### config.mk
export PLATFORM = sky130hd
export DESIGN_NAME = vga_timing_gen
export DESIGN_NICKNAME = d
export VERILOG_FILES = /design/src/rtl/vga_timing_gen.sv
export SDC_FILE = /design/constraint.sdc
export NUM_CORES = 1
export LEC_CHECK = 0
export ABC_AREA = 0
export BUFFER_PORTS_ARGS = -buffer_cell sky130_fd_sc_hd__buf_4
export CELL_PAD_IN_SITES_DETAIL_PLACEMENT = 0
export CELL_PAD_IN_SITES_GLOBAL_PLACEMENT = 2
export CORE_ASPECT_RATIO = 1.2
export CORE_MARGIN = 5
export CORE_UTILIZATION = 38
export CTS_BUF_LIST = sky130_fd_sc_hd__clkbuf_4
export CTS_CLUSTER_DIAMETER = 100
export CTS_CLUSTER_SIZE = 40
export DETAILED_ROUTE_END_ITERATION = 8
export GPL_TIMING_DRIVEN = 0
export PLACE_DENSITY_LB_ADDON = 0.05
export SYNTH_ARGS = -nofsm -noshare
export SYNTH_HDL_FRONTEND = slang
export SYNTH_SLANG_ARGS = --single-unit
export TNS_END_PERCENT = 1
### constraint.sdc
create_clock -name clk -period 5.8 [get_ports clk]
set_clock_uncertainty 0.05 [all_clocks]
set_input_delay 0.29 -clock clk [delete_from_list [all_inputs] [get_ports clk]]
set_output_delay 0.29 -clock clk [all_outputs]
set_load 0.01 [all_outputs]
### src/rtl/vga_timing_gen.sv
// rtl/vga_timing_gen.sv - parametrised VGA raster timing generator with internal pixel clock-enable
module vga_timing_gen #(
  parameter int H_ACTIVE = 640,
  parameter int H_FP     = 16,
  parameter int H_SYNC   = 96,
  parameter int H_BP     = 48,
  parameter int V_ACTIVE = 480,
  parameter int V_FP     = 10,
  parameter int V_SYNC   = 2,
  parameter int V_BP     = 33,
  parameter int HS_POL   = 0,
  parameter int VS_POL   = 0,
  parameter int PIX_DIV  = 4,
  parameter int CW       = 11
) (
  input  logic          clk,
  input  logic          clr_n,
  input  logic          en,
  output logic          pix_ce,
  output logic          hsync,
  output logic          vsync,
  output logic          active,
  output logic [CW-1:0] hcount,
  output logic [CW-1:0] vcount,
  output logic          line_start,
  output logic          frame_start
);

  localparam int H_TOTAL = H_ACTIVE + H_FP + H_SYNC + H_BP;
  localparam int V_TOTAL = V_ACTIVE + V_FP + V_SYNC + V_BP;

  // Decode boundaries held as 32-bit unsigned so compares against the
  // zero-extended counters stay width-clean even if H_TOTAL itself overflows CW.
  localparam logic [31:0] H_VIS    = 32'(H_ACTIVE);
  localparam logic [31:0] V_VIS    = 32'(V_ACTIVE);
  localparam logic [31:0] HS_START = 32'(H_ACTIVE + H_FP);
  localparam logic [31:0] HS_END   = 32'(H_ACTIVE + H_FP + H_SYNC);
  localparam logic [31:0] VS_START = 32'(V_ACTIVE + V_FP);
  localparam logic [31:0] VS_END   = 32'(V_ACTIVE + V_FP + V_SYNC);

  localparam logic HS_ON = (HS_POL != 0);
  localparam logic VS_ON = (VS_POL != 0);

  localparam int DW = (PIX_DIV > 1) ? $clog2(PIX_DIV) : 1;
  localparam logic [DW-1:0] DIV_LAST = DW'(PIX_DIV - 1);

  // Reject parameter sets the counters cannot represent.
  generate
    if (PIX_DIV < 1) begin : g_bad_div
      $error("vga_timing_gen: PIX_DIV must be at least 1");
    end
    if (CW < 31 && (H_TOTAL - 1) >= (1 << CW)) begin : g_bad_hcw
      $error("vga_timing_gen: H_TOTAL-1 does not fit in CW bits");
    end
    if (CW < 31 && (V_TOTAL - 1) >= (1 << CW)) begin : g_bad_vcw
      $error("vga_timing_gen: V_TOTAL-1 does not fit in CW bits");
    end
  endgenerate

  logic [DW-1:0] div;
  logic          adv;
  logic          h_wrap;
  logic          v_wrap;
  logic [CW-1:0] h_next;
  logic [CW-1:0] v_next;
  logic          hs_on;
  logic          vs_on;
  logic          act_next;

  assign adv = en && (div == DIV_LAST);

  // Next raster position; vcount only moves on an hcount wrap.
  always_comb begin
    h_wrap = (hcount == CW'(H_TOTAL - 1));
    v_wrap = (vcount == CW'(V_TOTAL - 1));
    h_next = h_wrap ? '0 : hcount + 1'b1;
    v_next = vcount;
    if (h_wrap) begin
      v_next = v_wrap ? '0 : vcount + 1'b1;
    end
  end

  // Sync and visibility decoded from the next position so they register alongside it.
  always_comb begin
    hs_on    = (32'(h_next) >= HS_START) && (32'(h_next) < HS_END);
    vs_on    = (32'(v_next) >= VS_START) && (32'(v_next) < VS_END);
    act_next = (32'(h_next) < H_VIS) && (32'(v_next) < V_VIS);
  end

  // Pixel divider: free-runs while enabled, holds its phase while disabled.
  always_ff @(posedge clk or negedge clr_n) begin
    if (!clr_n) begin
      div <= '0;
    end else if (en) begin
      div <= (div == DIV_LAST) ? '0 : div + 1'b1;
    end
  end

  // Raster counters and registered outputs; state moves only on an advance.
  always_ff @(posedge clk or negedge clr_n) begin
    if (!clr_n) begin
      hcount      <= CW'(H_TOTAL - 1);
      vcount      <= CW'(V_TOTAL - 1);
      hsync       <= ~HS_ON;
      vsync       <= ~VS_ON;
      active      <= 1'b0;
      pix_ce      <= 1'b0;
      line_start  <= 1'b0;
      frame_start <= 1'b0;
    end else begin
      pix_ce      <= adv;
      line_start  <= adv && h_wrap;
      frame_start <= adv && h_wrap && v_wrap;
      if (adv) begin
        hcount <= h_next;
        vcount <= v_next;
        hsync  <= hs_on ? HS_ON : ~HS_ON;
        vsync  <= vs_on ? VS_ON : ~VS_ON;
        active <= act_next;
      end
    end
  end

endmodule
==> flow_summary.ini, run 1 <==
[synth]
synth-main-ff-cell = dfrtp_1
async_reset_ff_frac = 1.000
yosysUniqueCellTypes = 46
synth_fp_nets = 208
synth_edf_count = 0
synthesis.area_um2 = 1826
yosys_register_bits = 30
ys_warn_count = 0
syn_avg_cell_area_um2 = 9.128
syn_inst = 200
ys_seq_area_frac = 0.4195

[clock_tree]
cts_tree = done
worstSkewPairLatency_ps = 330
htree_levels = 2
clockBufferDepth = 2
numCtsBuffers = 5
cts_root_buffer = clkbuf_4
cts_resized = 0
cts.clk_slew.worst_paths_ps = 100
postCtsSetupRepairBufs = 0
cts_sinks = 30

[die]
fp.dieW_um = 73.27
num_rows = 27
boundaryPins = 31
initial_core_util = 0.3944
coreArea_um2 = 4628
die_area_um2 = 6296
die_h_um = 85.93

[drt]
vias = 1699
drtIter0Drc = 91
antenna_left = 0
drt-total-wl_um = 5014
first_pass_iters = 4
drc = 0
avgRoutedWirePerCell_um = 16.88
routed_via_density = 5.721

[timing]
setup_viol = 0
period_needed_ps = 2960
worst_pin_slew_ps = 758.4
hold_violations = 0
rsz0062_at_grt = false
drv_slew = 0
fin_crit_sh = 0.5103
setup_tns_ps = 0
fmax_ghz = 0.3379
relSlewSlack = 0.4905

[worst_setup_path]
cp_slowest_cell = nor3_1
path_max_fanout = 10
slowest_delay_ps = 710
critPathLaunchType = register
cp-end-kind = register
cp_num_buf_inv = 2
worst_ep_required_time_ps = 5970
crit_top_cell = clkbuf_1
cp_top_family = simple AND/OR/NAND/NOR gates
cp_data_arrival_time_ps = 3130
critical_path_class = reg -> reg
path_cells = clkbuf_1 > nand4_1 > nor3_1 > clkbuf_1 > nand2_1 > a21oi_1 > o21ai_0

[final_layout]
area.growth.synth_to_final_pct = 19.81
final_cell_mix = 30 x buf_4, 19 x nand2_1, 19 x o21ai_0, 18 x dfrtp_1, 14 x nand3_1
drive_gt1_frac = 0.2510
layout_commonest_cell = buf_4
final_core_util = 0.4726
final_nets = 246
fill_cells = 471
antennaDiodeCount = 0

[placed_design]
hpwlAfterDp_um = 3611
numPortBuffers = 30
gp_congestion = 0.8694

[power]
p_leak_nw = 0.8957
ir_worst_vdd_mv = 0.1004
p_per_area_nw_per_um2 = 246.6

[grt]
antenna_found_initial = 0
gr-total-overflow = 0
track_usage = 0.1739
grt_max_degree = 31
grt_pass1_vias = 1723
grt_pass1_wl_um = 8500

[outcome]
outcome = finished, final reports clean

[job]
drv_cap = 0

[worst_hold_path]
hp-class = in -> reg
-- report_power, final --
part	switching, mW	total, mW	leakage, nW	internal [mW]
clock	0.0733	0.123	0.0331	0.0501
combinational	0.0744	0.134	0.522	0.0598
sequential	0.0325	0.281	0.340	0.249
total	0.180	0.539	0.896	0.359
-- cell families after synthesis --
group / share of synthesized area
mux: 0.01850
flops: 0.4195
buf+inv: 0.04386
fa+ha+maj: 0.03427
simple gates: 0.2550
compound gates: 0.1810
xor+xnor: 0.04798
-- stage by stage --
stage / power (mW) / instance area (µm²) / hold slack (ps) / cells / worst slack, ps
2_1_floorplan: 0.3533 / 1826 / -55.59 / 200 / 3275
3_3_place_gp: 0.4175 / 2123 / 194.7 / 288 / 2885
3_5_place_dp: 0.4214 / 2123 / 196.9 / 288 / 2905
4_1_cts: 0.5494 / 2187 / 157.5 / 297 / 2876
5_1_grt: 0.5801 / 2187 / 148.4 / 297 / 2600
6_report: 0.5392 / 2187 / 168.6 / 297 / 2840
-- final cells by class --
| class | instances | area, µm² | area share |
|---|---|---|---|
| tap | 58 | 72.57 | 0.03318 |
| sequential | 30 | 765.7 | 0.3501 |
| clock inverter | 2 | 8.758 | 0.004005 |
| buffer | 10 | 46.29 | 0.02117 |
| multi-input combinational | 151 | 979.7 | 0.4479 |
| timing repair buffer | 31 | 235.2 | 0.1076 |
| clock buffer | 6 | 45.04 | 0.02059 |
| inverter | 9 | 33.78 | 0.01545 |
-- path summary, 6_finish.rpt --
check                      slack (ps)        end  cells past startpoint  startpoint
max in group asynchronous        4990  vcount[3]                      2       clr_n
max                              2840  vcount[5]                      7   hcount[4]
min in group asynchronous         370     div[1]                      2       clr_n
min reg2reg                       440     active                      2      active
max reg2reg                      2840  vcount[5]                      7   hcount[4]
min                               170     div[1]                      2          en
-- sequential cells by signal, summed over array words and instances (netlist names) --
register / flops
div: 2
active: 1
pix_ce: 1
line_start: 1
hsync: 1
frame_start: 1
vsync: 1
hcount: 11
vcount: 11
-- routing by layer --
metal | vias to the layer above | part of all wire | GRT usage
li1 | 825 | - | -
met1 | 824 | 0.43 | 0.2079
met2 | 39 | 0.50 | 0.2913
met3 | 11 | 0.040 | 0.04103
met4 | 0 | 0.028 | 0.07718
met5 | - | 0 | 0
-- cell usage after synthesis (3+ instances only) --
cell / count / area share
a31oi_1: 4 / 0.014
a21oi_1: 6 / 0.016
nand3_1: 14 / 0.038
and2_1: 3 / 0.010
ha_1: 5 / 0.034
nand2_1: 19 / 0.039
nor2_1: 8 / 0.016
dfstp_2: 12 / 0.17
nor3_1: 6 / 0.016
inv_1: 9 / 0.019
clkbuf_1: 8 / 0.016
or3_1: 4 / 0.014
nand4_1: 8 / 0.027
a41oi_1: 3 / 0.014
dfrtp_1: 18 / 0.25
xor2_1: 4 / 0.019
xnor2_1: 6 / 0.029
nor4_1: 4 / 0.014
mux2_2: 3 / 0.019
and4_1: 5 / 0.024
o21a_1: 3 / 0.012
o21ai_0: 19 / 0.052
-- worst register-to-register path: stages (launching register included) --
cell      delay (ps)
dfstp_2          540
clkbuf_1         290
nand4_1          300
nor3_1           710
clkbuf_1         440
nand2_1          260
a21oi_1          170
o21ai_0           90
-- timing repair --
item | in CTS | in global routing
endpoints found under the hold margin | 18 | 0
setup endpoints to repair | 0 | 0
hold buffers | 1 | 0
(Power assumes the default switching activity.)
==> run 2, diff against run 1 <==
Settings changed: ABC_AREA 0 to 1, CORE_UTILIZATION 38 to 32.
Clock period 5.8 ns to 2.83 ns, I/O delays scaled along.
==> run 2 against run 1 <==
Net effect:
- utilization is 7.7 points lower
- via count is 1.7% higher
- critical path depth is 5 higher
- final area is 1.9% higher
- synthesized cell count is 32% higher
- register-to-register slack worse by 2100 ps
- flip-flop and latch count stayed put
- final cell count is 24% higher
- clock-buffer cell count is 1 lower
==> flow_summary.ini, run 2 <==
[placed_design]
hpwlAfterDp_um = 3925
numPortBuffers = 30
gp_congestion = 0.7791
dp.cells = 358
pre_cts_slack_ps = 686.5
place_area_um2 = 2156

[timing]
setup_viol = 0
relSlewSlack = 0.6590
worst_slack_ps = 707.6
hold_violations = 0
fmax_ghz = 0.4712
setup_tns_ps = 0
rsz0062_at_grt = false
worst_pin_slew_ps = 511.5
period_needed_ps = 2122
fin_crit_sh = 0.7500
drv_slew = 0

[die]
fp.dieW_um = 79.42
num_rows = 30
boundaryPins = 31
coreArea_um2 = 5630
initial_core_util = 0.3287
die_area_um2 = 7410
die_h_um = 93.31

[worst_setup_path]
r2r_slack_ps = 710
reg2reg_depth = 12
slowest_delay_ps = 600
cp_slowest_cell = dfstp_2
critical_path_class = reg -> reg
critPathLaunchType = register
worst_ep_required_time_ps = 3040
path_max_fanout = 5
cp-end-kind = register
reg2reg_to = vsync
crit_top_cell = nand2_1
path_cells = ha_1 > nand2_1 > nor2_1 > nand3_1 > nor2_2 > inv_2 > nand2_1 > nand2_1 > nor2_1 > nand2_1 > nor2_1 > a21oi_1
timing.rr.start = hcount[0]
cp_data_arrival_time_ps = 2330

[grt]
gr-total-overflow = 0
track_usage = 0.1508
use_met2 = 0.2535
grtUsageMet3 = 0.02794
antenna_found_initial = 0
grt_max_degree = 31
top_usage_layer = met2
use_met1 = 0.1941
grt_pass1_vias = 1718
grt_pass1_wl_um = 8645

[final_layout]
antennaDiodeCount = 0
instances_no_fill = 368
final_cell_mix = 85 x nand2_1, 34 x inv_1, 30 x buf_4, 28 x nor2_1, 24 x nand3_1
reg_top3 = hcount x11, vcount x11, div x2
area.growth.synth_to_final_pct = 20.49
drive_gt1_frac = 0.1941
layout_commonest_cell = nand2_1
final_nets = 311
final_area_um2 = 2230

[synth]
async_reset_ff_frac = 1.000
synth_fp_nets = 272
syn_avg_cell_area_um2 = 7.010
yosysUniqueCellTypes = 26
yosysTopAreaCell = dfrtp_1
yosys_register_bits = 30
ys_seq_area_frac = 0.4138
synthesis.area_um2 = 1851
ys_warn_count = 0
synth_top_area_frac = 0.2434
synth-main-ff-cell = dfrtp_1
ys_top_cells_by_area = dfrtp_1 24%, nand2_1 17%, dfstp_2 17%
synth_common_cells = 85 x nand2_1, 34 x inv_1, 28 x nor2_1
synth_edf_count = 0
yosysMostFrequentCell = nand2_1
syn_inst = 264

[drt]
drt-total-wl_um = 5114
antenna_left = 0
first_pass_iters = 4
vias = 1728
avgRoutedWirePerCell_um = 13.90
drtIter0Drc = 58
routed_via_density = 4.696
drc = 0

[clock_tree]
worstSkewPairLatency_ps = 330
postCtsSetupRepairBufs = 0
htree_levels = 2
cts_tree = done
clockBufferDepth = 2
cts.clk_slew.worst_paths_ps = 100
cts_resized = 0
cts_sinks = 30
hold_buffers = 2
numCtsBuffers = 5
cts_root_buffer = clkbuf_4

[worst_hold_path]
hp-class = in -> async

[power]
ir_worst_vdd_mv = 0.3117
p_leak_nw = 1.076
p_per_area_nw_per_um2 = 608.7

[job]
drv_cap = 0

[outcome]
outcome = finished, final reports clean
==> run 2: critical path, delay by kind of cell, from the launching register on <==
kind	cells	cell delay (ps)
AOI/OAI and AO/OA	1	70
buffers and inverters	1	110
adders and majority gates	1	220
DFF	1	600
and+or+nand+nor	9	1000
==> run 2: per-stage QoR <==
step           utilization  hold WS, ps  total power, mW
2_1_floorplan            -       -204.1           0.9138
3_3_place_gp        0.3829        52.40            1.123
3_5_place_dp        0.3829        55.11            1.127
4_1_cts             0.3960        219.5            1.391
5_1_grt             0.3960        238.9            1.482
6_report            0.3960        225.2            1.357
==> run 2: cell families after synthesis <==
kind of cell | Yosys count | synth area share
AND/OR/NAND/NOR | 153 | 0.3563
buffers and inverters | 39 | 0.07910
AO/OA/AOI/OAI | 32 | 0.09195
flip-flops | 30 | 0.4138
adder cells (fa/ha/maj) | 5 | 0.03381
XOR/XNOR | 4 | 0.01894
multiplexers | 1 | 0.006085
==> run 2: routing by layer <==
metal	vias to the layer above	wire [µm]
li1	915	-
met1	787	2361
met2	21	2578
met3	5	115
met4	0	59
met5	-	0
==> run 2: worst max path at each step <==
stage | slack, ps | startpoint | cells past startpoint | to
after global placement | 650 | hcount[0] | 12 | vsync
after detailed placement | 690 | hcount[0] | 12 | vsync
final | 710 | hcount[0] | 12 | vsync
after global routing | 450 | hcount[0] | 12 | vsync
after floorplan | 1020 | hcount[0] | 12 | active
after CTS | 650 | hcount[0] | 12 | vsync
==> run 2: layout make-up <==
cell class / instances / area (µm²)
Clock inverter: 3 / 16.27
Tap cell: 64 / 80.08
Sequential cell: 30 / 765.7
Inverter: 35 / 131.4
Timing Repair Buffer: 32 / 245.2
Multi-Input combinational cell: 195 / 938.4
Clock buffer: 5 / 37.54
Fill cell: 615 / 3401
Buffer: 4 / 15.01
==> run 2: where the power goes <==
| group | internal (mW) | total [mW] | switching [mW] |
|---|---|---|---|
| sequential | 0.543 | 0.648 | 0.105 |
| clock | 0.0923 | 0.249 | 0.156 |
| combinational | 0.194 | 0.461 | 0.266 |
| total | 0.830 | 1.36 | 0.527 |
